[src/rtl/microondas_timer_ctrl.sv]
// Microwave cooking controller: MM:SS countdown, power level, door
// interlock, pause/resume, quick start, done alarm, magnetron duty cycle.
//
// Ports:
//   clock, reset      rising-edge clock, async active-low reset
//   start_p .. pwr_dn_p  single-cycle command pulses from button logic
//   door_open         level, 1 = door open
//   field_sel         time field edited by inc_p/dec_p
//                     (0 sec units, 1 sec tens, 2 min units, 3 min tens)
//   minutes, seconds  remaining/programmed time, binary
//   power             power level 1..POWER_LEVELS
//   state             0 IDLE, 1 COOK, 2 PAUSE, 3 DONE
//   heat_on, lamp     magnetron enable and cavity lamp
//   done_beep         alarm, high while in DONE
module microondas_timer_ctrl #(
    parameter  int TICK_DIV     = 100000000,
    parameter  int MAX_MIN      = 99,
    parameter  int POWER_LEVELS = 10,
    parameter  int DONE_SECS    = 3,
    parameter  int QUICK_SECS   = 30,
    localparam int MIN_W        = $clog2(MAX_MIN + 1),
    localparam int PW_W         = $clog2(POWER_LEVELS + 1)
) (
    input  logic             clock,
    input  logic             reset,
    input  logic             start_p,
    input  logic             stop_p,
    input  logic             pause_p,
    input  logic             inc_p,
    input  logic             dec_p,
    input  logic             pwr_up_p,
    input  logic             pwr_dn_p,
    input  logic             door_open,
    input  logic [1:0]       field_sel,
    output logic [MIN_W-1:0] minutes,
    output logic [5:0]       seconds,
    output logic [PW_W-1:0]  power,
    output logic [1:0]       state,
    output logic             heat_on,
    output logic             lamp,
    output logic             done_beep
);

    localparam logic [1:0] S_IDLE  = 2'd0;
    localparam logic [1:0] S_COOK  = 2'd1;
    localparam logic [1:0] S_PAUSE = 2'd2;
    localparam logic [1:0] S_DONE  = 2'd3;

    localparam int PS_W = $clog2(TICK_DIV);
    localparam int DC_W = $clog2(DONE_SECS + 1);

    localparam logic [PS_W-1:0] PS_LAST   = PS_W'(TICK_DIV - 1);
    localparam logic [PW_W-1:0] DUTY_LAST = PW_W'(POWER_LEVELS - 1);
    localparam logic [PW_W-1:0] PWR_MAX   = PW_W'(POWER_LEVELS);
    localparam logic [PW_W-1:0] PWR_MIN   = PW_W'(1);
    localparam logic [DC_W-1:0] DONE_LAST = DC_W'(DONE_SECS - 1);

    logic [PS_W-1:0]  prescaler;
    logic [PW_W-1:0]  duty_cnt;
    logic [DC_W-1:0]  done_cnt;

    logic [1:0]       state_n;
    logic [MIN_W-1:0] min_n;
    logic [5:0]       sec_n;
    logic [PW_W-1:0]  pwr_n;
    logic [PS_W-1:0]  ps_n;
    logic [PW_W-1:0]  duty_n;
    logic [DC_W-1:0]  dcnt_n;
    logic             lamp_n;

    logic             tick;
    logic             time_zero;
    logic [PS_W-1:0]  ps_adv;
    logic [PW_W-1:0]  duty_adv;

    // Edited / quick-added / decremented time, computed in int arithmetic
    int               ed_m;
    int               ed_s;
    int               qk_m;
    int               qk_s;
    int               dn_m;
    int               dn_s;
    logic [PW_W-1:0]  pwr_adj;

    assign tick      = (prescaler == PS_LAST);
    assign time_zero = (minutes == '0) && (seconds == '0);
    assign ps_adv    = tick ? '0 : prescaler + 1'b1;
    assign duty_adv  = (duty_cnt == DUTY_LAST) ? '0 : duty_cnt + 1'b1;

    // Time field edit (IDLE only); inc and dec together do nothing
    always_comb begin
        ed_m = int'(minutes);
        ed_s = int'(seconds);
        if (inc_p && !dec_p) begin
            case (field_sel)
                2'd0: begin
                    if (!(ed_m == MAX_MIN && ed_s == 59)) begin
                        if (ed_s == 59) begin
                            ed_s = 0;
                            ed_m = ed_m + 1;
                        end else begin
                            ed_s = ed_s + 1;
                        end
                    end
                end
                2'd1: begin
                    if (ed_m != MAX_MIN) begin
                        ed_s = ed_s + 10;
                        if (ed_s >= 60) begin
                            ed_s = ed_s - 60;
                            ed_m = ed_m + 1;
                        end
                    end
                end
                2'd2: begin
                    if (ed_m < MAX_MIN) ed_m = ed_m + 1;
                end
                default: begin
                    ed_m = (ed_m + 10 > MAX_MIN) ? MAX_MIN : ed_m + 10;
                end
            endcase
        end else if (dec_p && !inc_p) begin
            case (field_sel)
                2'd0: begin
                    if (!(ed_m == 0 && ed_s == 0)) begin
                        if (ed_s == 0) begin
                            ed_s = 59;
                            ed_m = ed_m - 1;
                        end else begin
                            ed_s = ed_s - 1;
                        end
                    end
                end
                2'd1: begin
                    if (ed_s >= 10) begin
                        ed_s = ed_s - 10;
                    end else if (ed_m > 0) begin
                        ed_m = ed_m - 1;
                        ed_s = ed_s + 50;
                    end
                end
                2'd2: begin
                    if (ed_m > 0) ed_m = ed_m - 1;
                end
                default: begin
                    ed_m = (ed_m < 10) ? 0 : ed_m - 10;
                end
            endcase
        end
    end

    // Quick add with carry; overflow past MAX_MIN saturates at MAX_MIN:59
    always_comb begin
        qk_m = int'(minutes);
        qk_s = int'(seconds) + QUICK_SECS;
        if (qk_s >= 60) begin
            qk_s = qk_s - 60;
            qk_m = qk_m + 1;
        end
        if (qk_m > MAX_MIN) begin
            qk_m = MAX_MIN;
            qk_s = 59;
        end
    end

    // One-second countdown step
    always_comb begin
        dn_m = int'(minutes);
        dn_s = int'(seconds);
        if (dn_s > 0) begin
            dn_s = dn_s - 1;
        end else if (dn_m > 0) begin
            dn_m = dn_m - 1;
            dn_s = 59;
        end
    end

    // Power adjust, saturating; both buttons together do nothing
    always_comb begin
        pwr_adj = power;
        if (pwr_up_p && !pwr_dn_p && power < PWR_MAX)
            pwr_adj = power + 1'b1;
        else if (pwr_dn_p && !pwr_up_p && power > PWR_MIN)
            pwr_adj = power - 1'b1;
    end

    always_comb begin
        state_n = state;
        min_n   = minutes;
        sec_n   = seconds;
        pwr_n   = power;
        ps_n    = prescaler;
        duty_n  = duty_cnt;
        dcnt_n  = done_cnt;
        case (state)
            S_IDLE: begin
                ps_n   = '0;
                duty_n = '0;
                dcnt_n = '0;
                pwr_n  = pwr_adj;
                if (stop_p) begin
                    min_n = '0;
                    sec_n = '0;
                end else if (start_p && !door_open) begin
                    state_n = S_COOK;
                    if (time_zero) sec_n = 6'(QUICK_SECS);
                end else if (!start_p) begin
                    min_n = MIN_W'(ed_m);
                    sec_n = 6'(ed_s);
                end
            end
            S_COOK: begin
                if (stop_p) begin
                    state_n = S_IDLE;
                    min_n   = '0;
                    sec_n   = '0;
                end else if (door_open || pause_p) begin
                    // Prescaler and duty held so the partial second survives
                    state_n = S_PAUSE;
                end else begin
                    ps_n = ps_adv;
                    if (tick) duty_n = duty_adv;
                    if (start_p) begin
                        min_n = MIN_W'(qk_m);
                        sec_n = 6'(qk_s);
                    end else if (tick) begin
                        min_n = MIN_W'(dn_m);
                        sec_n = 6'(dn_s);
                        if (dn_m == 0 && dn_s == 0) begin
                            state_n = S_DONE;
                            dcnt_n  = '0;
                        end
                    end
                end
            end
            S_PAUSE: begin
                pwr_n = pwr_adj;
                if (stop_p) begin
                    state_n = S_IDLE;
                    min_n   = '0;
                    sec_n   = '0;
                end else if ((pause_p || start_p) && !door_open) begin
                    state_n = S_COOK;
                end
            end
            default: begin
                if (stop_p || door_open) begin
                    state_n = S_IDLE;
                    ps_n    = '0;
                end else begin
                    ps_n = ps_adv;
                    if (tick) begin
                        if (done_cnt == DONE_LAST) begin
                            state_n = S_IDLE;
                        end else begin
                            dcnt_n = done_cnt + 1'b1;
                        end
                    end
                end
            end
        endcase
    end

    assign lamp_n = door_open || (state_n == S_COOK);

    always_ff @(posedge clock or negedge reset) begin
        if (!reset) begin
            state     <= S_IDLE;
            minutes   <= '0;
            seconds   <= '0;
            power     <= PWR_MAX;
            prescaler <= '0;
            duty_cnt  <= '0;
            done_cnt  <= '0;
            lamp      <= 1'b0;
        end else begin
            state     <= state_n;
            minutes   <= min_n;
            seconds   <= sec_n;
            power     <= pwr_n;
            prescaler <= ps_n;
            duty_cnt  <= duty_n;
            done_cnt  <= dcnt_n;
            lamp      <= lamp_n;
        end
    end

    // An open door always forces COOK -> PAUSE on the sampling edge,
    // so decoding registered state alone keeps heat off with the door open.
    assign heat_on   = (state == S_COOK) && (duty_cnt < power);
    assign done_beep = (state == S_DONE);

endmodule

[config.mk]
export PLATFORM = sky130hd
export DESIGN_NAME = microondas_timer_ctrl
export DESIGN_NICKNAME = d
export VERILOG_FILES = /design/src/rtl/microondas_timer_ctrl.sv
export SDC_FILE = /design/constraint.sdc
export NUM_CORES = 1
export LEC_CHECK = 0
export CAP_MARGIN = 0
export CORE_MARGIN = 5
export CORE_UTILIZATION = 55
export DETAILED_ROUTE_END_ITERATION = 10
export GPL_ROUTABILITY_DRIVEN = 0
export PLACE_DENSITY = 0.87
export SLEW_MARGIN = 20
export SYNTH_ARGS = -nofsm -noshare
export SYNTH_HDL_FRONTEND = slang
export SYNTH_SLANG_ARGS = --single-unit
[constraint.sdc]
create_clock -name clock -period 3.6 [get_ports clock]
set_input_delay 0.36 -clock clock [delete_from_list [all_inputs] [get_ports clock]]
set_output_delay 0.36 -clock clock [all_outputs]
set_load 0.005 [all_outputs]
After elaboration in Yosys (flattened, before gate mapping)
Index checks and enable logic that the tools add are counted.

word-level totals
  register bits = 53
  output and inout bits = 22
  word-level logic and storage cells = 207

cells by class
  add/subtract/negate cells = 17
  order comparisons = 12
  equality and inequality tests = 41
  mux-type cells = 87
  bitwise logic cells = 1
  reduce and logical (&&, ||, !) cells = 41

operators with widths
  cell                                                           number
  two-way mux 7 bit                                              21
  two-way mux 6 bit                                              22
  two-way mux 27 bit                                             4
  two-way mux 32 bit                                             3
  case mux 27 bit (3 select lines)                               1
  zero test 32 bit                                               2
  case mux 7 bit (3 select lines)                                3
  inequality test 5 bit, second input constant                   9
  two-way mux 2 bit                                              20
  adder 27 x 1 -> 27 bit, second input constant                  1
  equality test 27 bit, second input constant                    1
  two-way mux 4 bit                                              6
  case mux 6 bit (2 select lines)                                2
  inequality test 6 bit, second input constant                   3
  case mux 6 bit (3 select lines)                                1
  greater-than comparator 8 x 7 -> 1 bit, second input constant  2
  inequality test 4 bit, second input constant                   4
  AND reduction 15 bit                                           1
  >= comparator 7 x 6 -> 1 bit, second input constant            2
  zero test 7 bit                                                2
  logical AND 1 bit                                              13
  zero test 6 bit                                                2
  inequality test 2 bit, second input constant                   6
  case mux 2 bit (3 select lines)                                2
  other kinds (46)                                               66

Depth between registers and ports, before layout
  depth after elaboration = 13
  mapped depth = 14

Worst setup path before layout
OpenSTA, ideal clock, no wires.

  path type = reg2reg
  start point = reg seconds[1]
  end point = reg done_cnt[1]
  library setup time = 0.125 ns
  arrival = 2.676 ns
  data required time = 3.475 ns
  slack = 0.800 ns
  cell stages (with the launch flop) = 13
  buffers on the path = 2
  period minus slack after synthesis = 2.800 ns
  cell sequence = dfrtp_1 -> buf_2 -> inv_1 -> ha_1 -> nor3b_4 -> and2_4 -> buf_6 -> o21ai_2 -> nand4b_1 -> o32a_1 -> or4_4 -> a21oi_2 -> o22ai_1

between the ends
  word-level cells in the longest chain between the ends = 6
  elaborated cells on any way between the ends = 10
  classes of those cells = 1 x add/sub; 1 x order compare; 1 x eq/ne; 3 x mux; 4 x reduce/logical

ends and longest elaborated chain
  element                                                  RTL line  RTL
  from (decl)                                              36        output logic [5:0] seconds,
  from (signal assigned)                                   279       seconds <= sec_n;
  subtractor 6 x 1 -> 7 bit, or another cell as far along  171       dn_s = dn_s - 1;
  two-way mux 32 bit                                       170       if (dn_s > 0) begin
  zero test 32 bit                                         229       if (dn_m == 0 && dn_s == 0) begin
  logical AND 1 bit *                                      229
  inequality test 2 bit (no line) *                        n/a
  AND reduction 9 bit (no line) *                          n/a
  to (signal assigned)                                     283       done_cnt <= dcnt_n;
  to (decl)                                                60        logic [DC_W-1:0] done_cnt;

Mark *: on every way between the ends. The rest lies on a longest branch, timed or not.
A chain may end at the register's enable or synchronous reset.

Worst setup path in the final report
  start point = reg minutes[1]
  end point = reg lamp

between the ends
  word-level cells in the longest chain between the ends = 13
  elaborated cells on any way between the ends = 17
  classes of those cells = 1 x add/sub; 1 x order compare; 1 x eq/ne; 10 x mux; 4 x reduce/logical

ends and longest elaborated chain
  element                                                                                     RTL line  RTL
  from (decl)                                                                                 35        output logic [MIN_W-1:0] minutes,
  from (signal assigned)                                                                      278       minutes <= min_n;
  subtractor 7 x 1 -> 8 bit / greater-than comparator 7 x 1 -> 1 bit (equally long branches)  173, 172
  two-way mux 32 bit / two-way mux 6 bit (equally long branches)                              172       end else if (dn_m > 0) begin
  two-way mux 32 bit                                                                          170
  zero test 32 bit                                                                            229
  logical AND 1 bit *                                                                         229
  two-way mux 2 bit *                                                                         229
  two-way mux 2 bit *                                                                         226       end else if (tick) begin
  two-way mux 2 bit *                                                                         223       if (start_p) begin
  two-way mux 2 bit *                                                                         217       end else if (door_open || pause_p) begin
  two-way mux 2 bit *                                                                         213       if (stop_p) begin
  case mux 2 bit (3 select lines) *                                                           195       case (state)
  equality test 2 x 1 -> 1 bit *                                                              264       assign lamp_n = door_open || (state_n == S_COOK);
  logical OR 1 bit *                                                                          264
  net lamp_n                                                                                  69        logic lamp_n;
  to (signal assigned)                                                                        284       lamp <= lamp_n;
  to (decl)                                                                                   40        output logic lamp,

The timed path passes the listed nets; every way through them passes the cells marked *.

==> results.sh <==
export IMPL_placed_cells=892
export IMPL_grt_pass1_vias=5690
export IMPL_clock_skew_ns=0.0150
export IMPL_clk_path_buf_depth=2
export IMPL_firstDrtPassIters=6
export IMPL_mostFrequentLayoutCell="nand2_1"
export IMPL_required_ns=3.82
export IMPL_seq_area_frac_synth_pct=23.3
export IMPL_cp_slowest_stage_delay_ns=0.57
export IMPL_multi_input_comb_area_um2=4000
export IMPL_start_util_pct=55.8
export IMPL_area_growth_pct=8.60
export IMPL_fp_dieW_um=112
export IMPL_finalSetupViolCount=0
export IMPL_synthesis_area_um2=5710
export IMPL_core_um2=10200
export IMPL_rows=37
export IMPL_p_int_mw=2.29
export IMPL_drc=0
export IMPL_netlist_area_leader_share_pct=22.4
export IMPL_antenna_found_initial=0
export IMPL_hold_path_class="input pin to asynchronous set/reset pin"
export IMPL_crit_buf_inv=1
export IMPL_yosysUniqueCellTypes=87
export IMPL_worst_path_max_delay_cell="dfrtp_1"
export IMPL_vdd_ir_drop_max_mv=0.422
export IMPL_cts_setup_buffers=0
export IMPL_cpLargestDelayFamily="simple AND/OR/NAND/NOR gates"
export IMPL_synth_cells=751
export IMPL_tritoncts="yes"
export IMPL_grt_total_usage_pct=26.5
export IMPL_layout_common_cells="nand2_1, nor2_1, o21ai_0"
export IMPL_htreeDepth=2
export IMPL_max_slew_margin_pct=32.0
export IMPL_pwr_share_comb_pct=72.3
export IMPL_nets=810
export IMPL_seqCellArea_um2=1330
export IMPL_dieArea_um2=12500
export IMPL_grt_max_degree=31
export IMPL_pin_count=34
export IMPL_swShare_pct=53.9
export IMPL_grt_overflow=0
export IMPL_switching_power_mw=2.67
export IMPL_cp_end_kind="flip-flop"
export IMPL_crit_chain="inv_1 -> ha_1 -> nor3b_2 -> nand4_1 -> o21ai_2 -> nand4b_1 -> o32a_1 -> nor4_1 -> o21ai_1 -> a21o_1"
export IMPL_rrSetupSlack_ns=0.28
export IMPL_final_cells=899
export IMPL_path_clk_slew_ns=0.11
export IMPL_die_y_um=112
export IMPL_setup_tns_ns=0
export IMPL_yosys_warnings=0
export IMPL_final_max_slew_viol_count=0
export IMPL_holdWs_ns=0.00356
export IMPL_cts_buffers=5
export IMPL_status="finished clean"
export IMPL_r2r_start="minutes[1]"
export IMPL_yosysTopAreaCell="dfrtp_1"
export IMPL_fin_ws_ns=0.283
export IMPL_cts_resized=0
export IMPL_n_fill_cell=898
export IMPL_place_ws_ns=0.375
export IMPL_worst_slew_pin_slew_ns=1.02
export IMPL_insertion_delay_ns=0.32
export IMPL_grt_pass1_wl_um=28100
export IMPL_synth_area_top_cells="dfrtp_1, ha_1, nand2_1"
export IMPL_crit_type="flip-flop to flip-flop"
export IMPL_cp_start_kind="flip-flop"
export IMPL_vias_per_cell=6.81
export IMPL_max_freq_ghz=0.302
export IMPL_hold_viol=0
export IMPL_leakage_nw=2.47
export IMPL_numPortBuffers=33
export IMPL_rsz0062_at_grt="false"
export IMPL_clockRootBuffer="clkbuf_8"
export IMPL_ctsHoldBuffers=0
export IMPL_async_flop_share_pct=100
export IMPL_wl_um=17100
export IMPL_r2r_end="lamp"
export IMPL_power_density_nw_per_um2=801
export IMPL_cts_sinks=53
export IMPL_drv_cap=0
export IMPL_antenna_cells=0
export IMPL_ys_seq_elements=53
export IMPL_period_share_pct=92.1
export IMPL_cp_data_arrival_time_ns=3.54
export IMPL_r2r_cells=10
export IMPL_antenna_left=0
export IMPL_power_frac_clock_pct=7.0
export IMPL_crit_fanout=14
export IMPL_routedWlPerCell_um=19.0
export IMPL_vias=6126
export IMPL_final_layout_size_suffix_gt1_share_pct=8.13
export IMPL_power_share_sequential_pct=20.7
export IMPL_synth_edff_count=0
export IMPL_synth_ff_type="dfrtp_1"
export IMPL_syn_area_per_cell_um2=7.60
export IMPL_syn_nets=798
export IMPL_fin_crit_ns=3.32
export IMPL_place_hpwl_um=12400
export IMPL_final_util_pct=60.6
export IMPL_drtIter0Drc=1211
-- logic make-up (layout without fill, tap and decap cells) --
logic type / Yosys count / after routing / share of synthesized area (%)
XOR/XNOR: 47 / 47 / 7.22
AO/OA/AOI/OAI: 234 / 234 / 27.0
flip-flops: 53 / 53 / 23.3
AND/OR/NAND/NOR: 291 / 291 / 26.9
multiplexers: 7 / 7 / 1.29
adder cells (fa/ha/maj): 35 / 35 / 7.68
buffers and inverters: 84 / 96 / 6.60
-- synth_stat cells, drive strengths merged, types with 21 or more instances --
master  instances
nor3           28
nor2           67
ha             35
nand2          79
nand3          23
o21ai          62
a21oi          53
clkbuf         26
inv            34
xnor2          26
dfrtp          51
buf            23
xor2           21
-- registers in the layout, indices dropped and copies added, names as in the netlist --
register / cells
state: 2
duty_cnt: 4
lamp: 1
prescaler: 27
seconds: 6
power: 4
done_cnt: 2
minutes: 7
-- layer usage --
| layer | wire, um | track usage (%) |
|---|---|---|
| met5 | 0 | 0 |
| met4 | 604 | 9.57 |
| met3 | 2090 | 6.47 |
| met2 | 7580 | 40.9 |
| met1 | 6800 | 36.2 |
-- power groups by stage --
stage               registers, mW  clock network (mW)  logic (mW)
finish                       1.03               0.347        3.59
global route                 1.05               0.378        3.88
CTS                          1.02               0.355        3.48
detailed placement           1.02                   0        3.46
global placement             1.01                   0        3.35
floorplan                   0.883                   0        2.67
-- area by class of cell --
cell class                 count  area share, %
clock buffer                   5           1.11
timing repair buffer          54           7.79
clock inverter                 2          0.222
multi-input combinational    614           64.6
inverter                      35           2.12
sequential                    53           21.4
tap                          136           2.75
-- stage by stage --
stage	instance area, um2	total power, mW
2_1_floorplan	5710	3.55
3_3_place_gp	6110	4.36
3_5_place_dp	6110	4.48
4_1_cts	6200	4.85
5_1_grt	6200	5.31
6_report	6200	4.97
-- worst max path at each step --
| stage | cells past startpoint | startpoint | slack (ns) | endpoint |
|---|---|---|---|---|
| 2_1_floorplan | 12 | seconds[1] | 0.80 | done_cnt[1] |
| 3_3_place_gp | 10 | minutes[1] | 0.51 | lamp |
| 3_5_place_dp | 10 | minutes[1] | 0.37 | lamp |
| 4_1_cts | 10 | minutes[1] | 0.35 | lamp |
| 5_1_grt | 10 | minutes[1] | 0.14 | lamp |
| 6_report | 10 | minutes[1] | 0.28 | lamp |
(Power assumes the default switching activity.)
